<file path="src/rtl/seg7_pkg.sv">
// seg7_pkg: shared constants and types for the 7-segment capture monitor.
// Segment bit order is bit6..0 = m,lt,lb,b,rb,rt,t, active low.
package seg7_pkg;

  localparam int unsigned SEG_W   = 7;
  localparam int unsigned NIB_W   = 4;
  localparam int unsigned NUM_PAT = 16;

  // All segments off.
  localparam logic [SEG_W-1:0] SEG_BLANK = 7'h7F;

  // Segment pattern for each hex digit, indexed by nibble value.
  localparam logic [SEG_W-1:0] SEG_PAT [NUM_PAT] = '{
    7'h40, 7'h79, 7'h24, 7'h30, 7'h19, 7'h12, 7'h02, 7'h78,
    7'h00, 7'h18, 7'h08, 7'h03, 7'h46, 7'h21, 7'h06, 7'h0E
  };

  typedef enum logic [1:0] {
    ST_SETTLE = 2'd0,
    ST_COMMIT = 2'd1,
    ST_HOLD   = 2'd2
  } stateT;

  // Decoder result for one segment pattern.
  typedef struct packed {
    logic             hit;
    logic             blank;
    logic [NIB_W-1:0] nibble;
  } decT;

endpackage

</file>
<file path="src/rtl/seg7_pattern_dec.sv">
// seg7_pattern_dec: combinational inverse of the hex-to-segment decoder.
// hit=1 for one of the 16 hex patterns, blank=1 for all segments off.
import seg7_pkg::*;

module seg7_pattern_dec (
  input  logic [SEG_W-1:0] pattern,
  output decT              result
);

  // Table search; the 16 patterns are distinct so at most one matches.
  always_comb begin
    result       = '0;
    result.blank = (pattern == SEG_BLANK);
    for (int i = 0; i < int'(NUM_PAT); i++) begin
      if (pattern == SEG_PAT[i]) begin
        result.hit    = 1'b1;
        result.nibble = NIB_W'(i);
      end
    end
  end

endmodule

</file>
<file path="src/rtl/seg7_capture.sv">
// seg7_capture: samples a multiplexed common-anode 7-segment bus, waits for
// each pattern to settle, and decodes it back to a hex nibble per digit.
// Optional macro SEG7_CAPTURE_TIMEOUT_EN adds per-digit refresh timeouts.
import seg7_pkg::*;

module seg7_capture #(
  parameter int unsigned NDIG        = 4,
  parameter int unsigned STABLE_CYC  = 4,
  parameter int unsigned TIMEOUT_CYC = 65535
) (
  input  logic                  iCLK,
  input  logic                  iRST,
  input  logic [SEG_W-1:0]      iSEG,
  input  logic [NDIG-1:0]       iAN,
  input  logic                  iERR_CLR,
  output logic [NIB_W*NDIG-1:0] oDIG,
  output logic [NDIG-1:0]       oVLD,
  output logic [NDIG-1:0]       oBLANK,
  output logic                  oUPD,
  output logic                  oERR
);

  localparam int unsigned CNT_W = $clog2(STABLE_CYC + 1);
  localparam int unsigned IDX_W = $clog2(NDIG);
  localparam int unsigned LC_W  = $clog2(NDIG + 1);

  logic [SEG_W-1:0] rSeg;
  logic [NDIG-1:0]  rAn;
  logic [CNT_W-1:0] cnt;
  stateT            state;
  logic             inChange;

  logic [LC_W-1:0]  lowCount;
  logic [IDX_W-1:0] digIdx;
  logic             oneHot;

  decT              dec;
  logic [NIB_W-1:0] digMem [NDIG];
  logic [NIB_W-1:0] newNib;
  logic             newVld;
  logic             newBlank;
  logic             newErr;
  logic             commitChg;

  // The registered pair changes on this edge when the inputs differ from it.
  assign inChange = ({iSEG, iAN} != {rSeg, rAn});

  // Input registers, stability counter and capture FSM.
  always_ff @(posedge iCLK or posedge iRST) begin
    if (iRST) begin
      rSeg  <= SEG_BLANK;
      rAn   <= '1;
      cnt   <= '0;
      state <= ST_SETTLE;
    end else begin
      rSeg <= iSEG;
      rAn  <= iAN;
      if (inChange) begin
        cnt   <= CNT_W'(1);
        state <= ST_SETTLE;
      end else begin
        if (cnt != CNT_W'(STABLE_CYC)) cnt <= cnt + CNT_W'(1);
        case (state)
          ST_SETTLE: if (cnt == CNT_W'(STABLE_CYC) && oneHot) state <= ST_COMMIT;
          ST_COMMIT: state <= ST_HOLD;
          ST_HOLD:   state <= ST_HOLD;
          default:   state <= ST_SETTLE;
        endcase
      end
    end
  end

  // Count low digit selects and locate the selected digit.
  always_comb begin
    lowCount = '0;
    digIdx   = '0;
    for (int k = 0; k < int'(NDIG); k++) begin
      if (!rAn[k]) begin
        lowCount = lowCount + LC_W'(1);
        digIdx   = IDX_W'(k);
      end
    end
  end

  assign oneHot = (lowCount == LC_W'(1));

  seg7_pattern_dec uDec (
    .pattern (rSeg),
    .result  (dec)
  );

  // Field values a commit would write for the selected digit.
  always_comb begin
    newVld    = dec.hit;
    newBlank  = dec.blank;
    newErr    = !dec.hit && !dec.blank;
    newNib    = dec.hit ? dec.nibble : digMem[digIdx];
    commitChg = (newNib != digMem[digIdx]) || (newVld != oVLD[digIdx]) ||
                (newBlank != oBLANK[digIdx]);
  end

`ifdef SEG7_CAPTURE_TIMEOUT_EN
  localparam int unsigned TO_W = $clog2(TIMEOUT_CYC + 1);
  logic [TO_W-1:0] toCnt [NDIG];
`else
  // Timeout length only matters when the refresh counters are built.
  if (TIMEOUT_CYC == 0) begin : gNoTimeout
  end
`endif

  // Per-digit storage, update pulse, sticky error and refresh timeouts.
  always_ff @(posedge iCLK or posedge iRST) begin
    if (iRST) begin
      for (int k = 0; k < int'(NDIG); k++) digMem[k] <= '0;
      oVLD   <= '0;
      oBLANK <= '0;
      oUPD   <= 1'b0;
      oERR   <= 1'b0;
`ifdef SEG7_CAPTURE_TIMEOUT_EN
      for (int k = 0; k < int'(NDIG); k++) toCnt[k] <= '0;
`endif
    end else begin
      oUPD <= 1'b0;
      if (state == ST_COMMIT) begin
        digMem[digIdx] <= newNib;
        oVLD[digIdx]   <= newVld;
        oBLANK[digIdx] <= newBlank;
        oUPD           <= commitChg;
      end
      if (state == ST_COMMIT && newErr) oERR <= 1'b1;
      else if (iERR_CLR)                oERR <= 1'b0;
`ifdef SEG7_CAPTURE_TIMEOUT_EN
      for (int k = 0; k < int'(NDIG); k++) begin
        if (state == ST_COMMIT && digIdx == IDX_W'(k)) begin
          toCnt[k] <= '0;
        end else if (toCnt[k] != TO_W'(TIMEOUT_CYC)) begin
          toCnt[k] <= toCnt[k] + TO_W'(1);
          if (toCnt[k] == TO_W'(TIMEOUT_CYC - 1)) begin
            oVLD[k]   <= 1'b0;
            oBLANK[k] <= 1'b0;
            if (oVLD[k] || oBLANK[k]) oUPD <= 1'b1;
          end
        end
      end
`endif
    end
  end

  // Flatten digit storage onto the output bus.
  for (genvar k = 0; k < int'(NDIG); k++) begin : gDig
    assign oDIG[NIB_W*k +: NIB_W] = digMem[k];
  end

endmodule

</file>
<file path="config.mk">
export PLATFORM = sky130hd
export DESIGN_NAME = seg7_capture
export DESIGN_NICKNAME = d
export VERILOG_FILES = /design/src/rtl/seg7_pkg.sv /design/src/rtl/seg7_pattern_dec.sv /design/src/rtl/seg7_capture.sv
export SDC_FILE = /design/constraint.sdc
export NUM_CORES = 1
export LEC_CHECK = 0
export ABC_AREA = 1
export ABC_CLOCK_PERIOD_IN_PS = 5040
export CAP_MARGIN = 20
export CORE_MARGIN = 3
export CORE_UTILIZATION = 41
export DETAILED_ROUTE_END_ITERATION = 16
export PLACE_DENSITY = 0.68
export SKIP_LAST_GASP = 1
export SLEW_MARGIN = 10
export SYNTH_ARGS = -nofsm -noshare
export SYNTH_HDL_FRONTEND = slang
export SYNTH_SLANG_ARGS = --single-unit
</file>
<file path="constraint.sdc">
create_clock -name iCLK -period 5.04 [get_ports iCLK]
set_input_delay 0.756 -clock iCLK [delete_from_list [all_inputs] [get_ports iCLK]]
set_output_delay 0.756 -clock iCLK [all_outputs]
set_load 0.05 [all_outputs]
</file>
==> metrics.csv, run 1 <==
metric,value,unit
Post-CTS Setup Bufs,0,
reg2reg start,rAn[1],
hold buffers post-CTS,0,
number of synthesized register bits,42,
nets@finish,411,
r2r setup slk,2.78,ns
max_cap viols,0,
most frequent cells in the layout,"nand2_1, nor2_1, inv_1, clkdlybuf4s50_1, o21ai_0",
initial antenna violation count,0,
family with the most delay on the worst path,buffers and inverters,
PnR worst setup slack,2.76,ns
drt wl/cell,13.0,um
synthesized cell area,2550,sq um
sequential-to-total area share from yosys stat,41.8,%
first-pass GRT wire length,10.3,mm
clock tree buffer depth,2,
diode count,0,
VDD IR-drop max,105,uV
number of clock sinks,42,
Place WS,2.63,ns
status,finished clean,
Die Area,7200,sq um
Pins Over Slew Limit,0,
Slowest cell on crit path,clkdlybuf4s50_1,
Hold Crit Class,reg -> reg,
"Distinct cells, synth",28,
Die Ht,84.8,um
share of cells above drive strength 1,9.74,%
fmax,0.439,GHz
CTS tree,yes,
setup TNS,0,ns
die width,84.8,um
post-route minimum period,2.28,ns
clock-pin slew on the worst setup and hold paths,0.09,ns
YS warnings,0,
WL final,6.05,mm
Initial DRT Pass Iterations,5,
Critical R2R Capture,state[0],
relative slew slack,63.0,%
# IOs,40,
drt first-iter violations,97,
Core Box Area,5960,sq um
clk root buf,clkbuf_8,
"critical path, cell by cell",clkdlybuf4s50_1,
HP Start,oDIG[5],
"critical path fanouts, max",3,
"Data required, critical path",4.28,ns
max incr delay on CP,0.82,ns
total gr overflow,0,
GPL Wtd Cong,0.862,
H-tree depth,2,
vias in the first global route,2255,
CP arrival,1.52,ns
final hold slack,0.522,ns
final hold violations,0,
Hold Path Stages,2,
Num CTS Buffers,5,
Setup CP Type,reg -> out,
Post-DRT Antenna Nets,0,
Final HPWL DP,4.58,mm
vias,2305,
RSZ-0062 raised after global routing,no,
"commonest non-fill, non-tap cell in the layout",nand2_1,
Skew-Pair Late Insertion Delay,0.30,ns
Tcrit/Tclk final,45.2,%
CP Buf/Inv Count,1,
Initial Util,42.8,%
Leakage,1.43,nW
WHS Endpoint,oDIG[5],
Pwr Density,215,nW/um^2
Final setup viols,0,
Mean Syn Cell Area,7.30,sq um
DR DRC count,0,
crit path launch type,flip-flop,
Fin Clk Skew,0.0141,ns
via/cell ratio,4.96,
Crit. End Element,output port,
PortBufs,39,
fin area,3100,sq um
global-route usage over all layers,17.9,%
worst-margin pin slew,0.550,ns
Mapped Nets,371,
r2r worst-path depth,11,
post-cts resize count,0,
largest net degree at the start of global routing,43,
Cell Rows,28,
Syn Inst Count,349,
P&R area growth vs syn,21.5,%
Area after DPL,3000,sq um
==> power breakdown <==
group          internal [mW]  switching, mW  total (mW)
Combinational         0.0303         0.0487      0.0790
Sequential             0.345        0.00970       0.355
Clock                  0.110          0.122       0.232
Total                  0.486          0.180       0.666
==> cell families (layout without fill, tap and decap cells) <==
kind of cell,count (synthesis),in the layout,synth area share [%]
AOI/OAI and AO/OA,46,46,9.62
xor gates and xnor gates,14,14,4.81
adders and majority gates,8,8,3.93
buffers and inverters,55,96,8.64
DFF,42,42,41.8
and+or+nand+nor,184,184,31.2
==> worst max-delay path by stage <==
stage,from,to,slack [ns],cells past startpoint
2_1_floorplan,rAn[1],state[0],3.01,11
3_3_place_gp,iAN[1],state[0],2.76,6
3_5_place_dp,iAN[0],state[0],2.63,6
4_1_cts,oDIG[13],oDIG[13],2.76,1
5_1_grt,rAn[1],state[0],2.52,11
6_report,oDIG[8],oDIG[8],2.76,1
==> cells in the mapped netlist <==
| library cell | number | area [sq um] |
|---|---|---|
| inv_2 | 3 | 11.3 |
| nand3_1 | 19 | 95.1 |
| xnor2_1 | 5 | 43.8 |
| dfrtp_1 | 31 | 776 |
| dfstp_2 | 11 | 289 |
| nor2_4 | 1 | 11.3 |
| buf_2 | 5 | 25.0 |
| buf_6 | 1 | 11.3 |
| o21ai_0 | 35 | 175 |
| a21oi_1 | 4 | 20.0 |
| nand3b_1 | 2 | 15.0 |
| clkinv_1 | 1 | 3.75 |
| ha_1 | 8 | 100 |
| nor3_1 | 3 | 15.0 |
| nor2_1 | 45 | 169 |
| a22oi_1 | 3 | 22.5 |
| nand4_1 | 8 | 50.1 |
| xor2_1 | 9 | 78.8 |
| o221ai_1 | 1 | 8.76 |
| nor2_2 | 7 | 43.8 |
| o32ai_1 | 1 | 8.76 |
| nor4_1 | 2 | 12.5 |
| inv_1 | 44 | 165 |
| o21ai_1 | 2 | 10.0 |
| nand2_2 | 7 | 43.8 |
| nand2_1 | 89 | 334 |
| and2_1 | 1 | 6.26 |
| clkbuf_1 | 1 | 3.75 |
==> per-stage QoR <==
stage          util, %  total power [mW]  cells
6_report          52.0             0.666    465
5_1_grt           52.0             0.695    465
4_1_cts           52.0             0.673    465
3_5_place_dp      50.4             0.440    457
3_3_place_gp      50.4             0.439    457
2_1_floorplan        -             0.414    349
==> final cells by class <==
type / count / area [sq um]
clock inverters: 2 / 12.5
repair buffers: 40 / 398
well taps: 75 / 93.8
inverters: 48 / 180
fillers: 606 / 2860
flip-flops and latches: 42 / 1060
clock buffers: 6 / 82.6
multi-input cells: 252 / 1260
==> state kept, by name, indices dropped and copies added, names as in the netlist <==
name / count
oUPD: 1
oBLANK: 4
oVLD: 4
rSeg: 7
oERR: 1
state: 2
oDIG: 16
cnt: 3
rAn: 4
==> metal layers <==
metal | wire length [um] | track usage, %
met2 | 2880 | 28.5
met5 | 0 | 0
met3 | 293 | 3.88
met4 | 61 | 5.18
met1 | 2810 | 24.6
No activity file was read; power rests on OpenSTA's default activity.
==> inputs of run 2 (changes only) <==
Settings changed: ABC_CLOCK_PERIOD_IN_PS 5040 to 2000, PLACE_DENSITY 0.68 to 0.7.
Clock period 5.04 ns to 2 ns, I/O delays scaled along.
==> metrics.csv, run 2 (synthesis gave the netlist of run 1 again) <==
metric,value,unit,change
global-route usage over all layers,18.7,%,+0.82 points
Leakage,1.65,nW,+15%
vias in the first global route,2343,,+3.9%
CP arrival,2.15,ns,+0.63 ns
Area after DPL,3170,sq um,+5.5%
register area,1060,sq um,unchanged
Tcrit/Tclk final,98.3,%,
Post-Layout Cell Count,505,,+8.6%
Initial DRT Pass Iterations,5,,unchanged
Setup CP Type,reg -> reg,,
nets@finish,451,,+9.7%
Die Ht,84.8,um,unchanged
"critical path fanouts, max",5,,+2
vias,2461,,+6.8%
"Data required, critical path",2.18,ns,-2.10 ns
status,finished clean,,
fin area,3510,sq um,+13%
# placed instances,478,,+4.6%
Die Area,7200,sq um,unchanged
diode count,0,,unchanged
Skew-Pair Late Insertion Delay,0.30,ns,about the same
crit path launch type,flip-flop,,
"commonest non-fill, non-tap cell in the layout",nand2_1,,
die width,84.8,um,unchanged
WL final,6.66,mm,+10%
CTS tree,yes,,
Num CTS Buffers,5,,unchanged
clock-pin slew on the worst setup and hold paths,0.10,ns,about the same
filler cell count,550,,-9.2%
share of cells above drive strength 1,24.0,%,+14 points
Cell Rows,28,,unchanged
max reg flops,16,,unchanged
Final HPWL DP,4.80,mm,+4.7%
Initial Util,42.8,%,unchanged
Pins Over Slew Limit,0,,unchanged
Hold Crit Class,in -> async,,
Fin Clk Skew,0.00891,ns,-0.00522 ns
worst-margin pin slew,0.562,ns,+0.0119 ns
DR DRC count,0,,unchanged
drt wl/cell,13.2,um,+1.4%
Place WS,-0.0416,ns,-2.67 ns
via/cell ratio,4.87,,-1.7%
post-route minimum period,1.97,ns,
relative slew slack,62.5,%,-0.45 points
Core Box Area,5960,sq um,unchanged
H-tree depth,2,,unchanged
PortBufs,39,,unchanged
RSZ-0062 raised after global routing,yes,,
drt first-iter violations,84,,-13%
largest net degree at the start of global routing,43,,unchanged
first-pass GRT wire length,10.8,mm,+4.4%
PnR worst setup slack,0.0331,ns,-2.73 ns
Final setup viols,0,,unchanged
final hold violations,0,,unchanged
final hold slack,0.435,ns,-0.0873 ns
initial antenna violation count,0,,unchanged
GPL Wtd Cong,0.857,,-0.55%
Pwr Density,508,nW/um^2,+140%
Crit. End Element,flip-flop,,
fmax,0.508,GHz,
clock tree buffer depth,2,,unchanged
area of the multi-input gates,1380,sq um,+9.1%
Post-DRT Antenna Nets,0,,unchanged
# IOs,40,,unchanged
number of clock sinks,42,,unchanged
P&R area growth vs syn,37.8,%,
VDD IR-drop max,331,uV,+210%
total gr overflow,0,,unchanged
max_cap viols,0,,unchanged
most frequent cells in the layout,"nand2_1, inv_1, clkdlybuf4s50_1, nor2_1, buf_4",,
clk root buf,clkbuf_8,,
## run 2: cell count changes in the layout (fill, tap and decap cells not counted), moves of 5 or more
cell,before,now
nand2_2,7,12
inv_2,3,8
nor2_1,45,38
o21ai_1,2,9
o21ai_0,35,27
nand2_1,89,83
inv_1,44,39
buf_4,1,38
nor2_4,1,6
## run 2: final timing paths
path | cells past startpoint | to | from | slack (ns)
min reg2reg | 2 | oVLD[2] | oVLD[2] | 0.52
min | 3 | oDIG[13] | iRST | 0.43
min in group iCLK | 1 | rSeg[2] | iSEG[2] | 0.44
max in group asynchronous | 3 | rAn[3] | iRST | 1.18
max reg2reg | 15 | oDIG[12] | rSeg[1] | 0.03
max | 15 | oDIG[12] | rSeg[1] | 0.03
## run 2: area by class of cell
class | instances | share of cell area, %
Multi-Input combinational cell | 253 | 39.3
Sequential cell | 42 | 30.3
Timing Repair Buffer | 79 | 19.9
Inverter | 48 | 5.13
Tap cell | 75 | 2.67
Clock buffer | 5 | 1.96
Clock inverter | 3 | 0.748
## run 2: power by group
part | switching (mW) | internal (mW)
logic | 0.159 | 0.136
clock network | 0.342 | 0.260
registers | 0.0182 | 0.870
total | 0.519 | 1.27
## run 2: through the flow
stage	setup TNS [ns]	util, %	power (mW)
final	0	58.9	1.78
after global routing	-0.819	58.9	1.87
after CTS	0	55.5	1.76
after detailed placement	-0.107	53.2	1.15
after global placement	-0.00406	53.2	1.14
after floorplan	0	-	1.05
## run 2: what timing repair did
action	4_1_cts	5_1_grt
cloned	0	1
setup endpoints to repair	3	20
buffers inserted	4	14
resized for setup	2	39
hold buffers	0	0
pin swaps	0	17
## run 2: routing by layer
metal  vias up  global-route usage, %  share of wire (%)
li1       1269                      -                  -
met1      1125                   26.2                 48
met2        60                   29.9                 47
met3         7                   3.11                3.5
met4         0                   5.47                1.2
met5         -                      0                  0
## run 2: critical path, cell delays in order (launching register included)
cell and delay (ns):
dfstp_2 0.59, buf_4 0.14, inv_1 0.06, nor2_2 0.11, nand2_1 0.09, nor2_1 0.10, nor2_1 0.07, nand2_1 0.11
nor2_4 0.06, nand2_4 0.09, inv_2 0.05, nand2_2 0.06, nand2_2 0.06, buf_4 0.15, nand2_1 0.05, o21ai_0 0.07
==> inputs of run 3 (changes only) <==
Settings changed: SKIP_LAST_GASP 1 to default.
==> metrics.csv, run 3 (synthesis gave the netlist of run 1 again) <==
metric,value,unit,change
max reg flops,16,,unchanged
drt first-iter violations,80,,-4.8%
fmax,0.509,GHz,+0.15%
met2 Use GR,29.9,%,unchanged
grt met1 use,26.2,%,unchanged
Hold Crit Class,in -> async,,
Pins Over Slew Limit,0,,unchanged
Final setup viols,0,,unchanged
worst-margin pin slew,0.546,ns,-0.0162 ns
clock-pin slew on the worst setup and hold paths,0.10,ns,about the same
routing usage on met3,3.11,%,unchanged
Die Area,7200,sq um,unchanged
crit path launch type,flip-flop,,
clk root buf,clkbuf_8,,
Initial DRT Pass Iterations,4,,-1
H-tree depth,2,,unchanged
max_cap viols,0,,unchanged
final hold violations,0,,unchanged
vias,2464,,+0.12%
DR DRC count,0,,unchanged
"Data required, critical path",2.20,ns,+0.02 ns
"critical path fanouts, max",4,,-1
number of clock sinks,42,,unchanged
Cell Rows,28,,unchanged
via/cell ratio,4.88,,+0.12%
P&R area growth vs syn,37.8,%,unchanged
Setup CP Type,reg -> reg,,
# placed instances,478,,unchanged
relative slew slack,63.6,%,+1.1 points
CTS tree,yes,,
filler cell count,550,,unchanged
Fin Clk Skew,0.00911,ns,+0.000200 ns
total gr overflow,0,,unchanged
PortBufs,39,,unchanged
first-pass GRT wire length,10.8,mm,unchanged
WL final,6.63,mm,-0.42%
nets@finish,451,,unchanged
post-route minimum period,1.96,ns,-0.00287 ns
GPL Wtd Cong,0.857,,unchanged
Crit. End Element,flip-flop,,
fin area,3510,sq um,unchanged
Area after DPL,3170,sq um,unchanged
GRT Max-Usage Layer,met2,,
largest net degree at the start of global routing,43,,unchanged
Leakage,1.65,nW,about the same
Die Ht,84.8,um,unchanged
die width,84.8,um,unchanged
initial antenna violation count,0,,unchanged
Skew-Pair Late Insertion Delay,0.30,ns,about the same
drt wl/cell,13.1,um,-0.42%
share of cells above drive strength 1,24.0,%,unchanged
diode count,0,,unchanged
status,finished clean,,
Initial Util,42.8,%,unchanged
RSZ-0062 raised after global routing,yes,,
clock tree buffer depth,2,,unchanged
vias in the first global route,2343,,unchanged
Post-DRT Antenna Nets,0,,unchanged
Final HPWL DP,4.80,mm,unchanged
# IOs,40,,unchanged
global-route usage over all layers,18.7,%,unchanged
Core Box Area,5960,sq um,unchanged
hold buffers post-CTS,0,,unchanged
Pwr Density,508,nW/um^2,about the same
VDD IR-drop max,331,uV,about the same
Tcrit/Tclk final,98.2,%,-0.14 points
Post-Layout Cell Count,505,,unchanged
r2r worst-path depth,15,,unchanged
most frequent cells in the layout,"nand2_1, inv_1, clkdlybuf4s50_1, nor2_1, buf_4",,
"commonest non-fill, non-tap cell in the layout",nand2_1,,
CP arrival,2.16,ns,about the same
Num CTS Buffers,5,,unchanged
run 3: cell types whose count changed in the layout (fill, tap and decap cells not counted):
cell,delta
o21ai_0,-1
o21ai_1,+1
run 3: final timing paths:
kind                            end  startpoint  slack, ns
setup / recovery               oUPD     rSeg[1]       0.04
hold / removal             oDIG[13]        iRST       0.43
setup reg to reg               oUPD     rSeg[1]       0.04
hold reg to reg             oDIG[1]     oDIG[1]       0.52
max in group asynchronous    rAn[3]        iRST       1.19
min in group iCLK           rSeg[2]     iSEG[2]       0.44
run 3: repair_timing:
item / in CTS / in global routing
pin swaps: 0 / 17
cloned: 0 / 1
endpoints found under the hold margin: 0 / 0
gates resized for setup: 2 / 40
setup buffers: 4 / 14
endpoints found under the setup margin: 3 / 20
run 3: worst max-delay path, stage by stage (launching register included):
cell	delay, ns
dfstp_2	0.59
buf_6	0.11
nand2_1	0.05
inv_2	0.06
nand2_2	0.04
nor2_2	0.15
nor2_2	0.06
nand2_2	0.11
nor2_4	0.07
buf_4	0.14
nand3_1	0.06
nand3_1	0.08
nor2_1	0.11
nand3_1	0.08
nor2_1	0.10
nor2_1	0.05
run 3: through the flow:
stage / setup slack (ns) / utilization [%] / hold WS (ns) / total power, mW / setup TNS, ns
finish: 0.0359 / 58.9 / 0.429 / 1.78 / 0
global route: -0.118 / 58.9 / 0.444 / 1.87 / -0.782
CTS: 0.00537 / 55.5 / 0.437 / 1.76 / 0
detailed placement: -0.0416 / 53.2 / 0.502 / 1.15 / -0.107
global placement: -0.00406 / 53.2 / 0.501 / 1.14 / -0.00406
floorplan: 0.0134 / - / 0.304 / 1.05 / 0
run 3: power breakdown:
| part | internal [mW] | total (mW) | switching (mW) |
|---|---|---|---|
| Clock | 0.260 | 0.602 | 0.342 |
| Sequential | 0.870 | 0.888 | 0.0181 |
| Combinational | 0.136 | 0.295 | 0.159 |
run 3: layer usage:
layer	vias up	part of all wire (%)
met5	-	0
met4	0	1.2
met3	6	3.7
met2	51	48
met1	1138	47
li1	1269	-
run 3: final cells by class:
class                           count  area (sq um)  area share, %
Clock inverter                      3          26.3          0.748
Clock buffer                        5          68.8           1.96
Multi-Input combinational cell    253          1380           39.3
Inverter                           48           180           5.13
Sequential cell                    42          1060           30.3
Tap cell                           75          93.8           2.67
Timing Repair Buffer               79           698           19.9
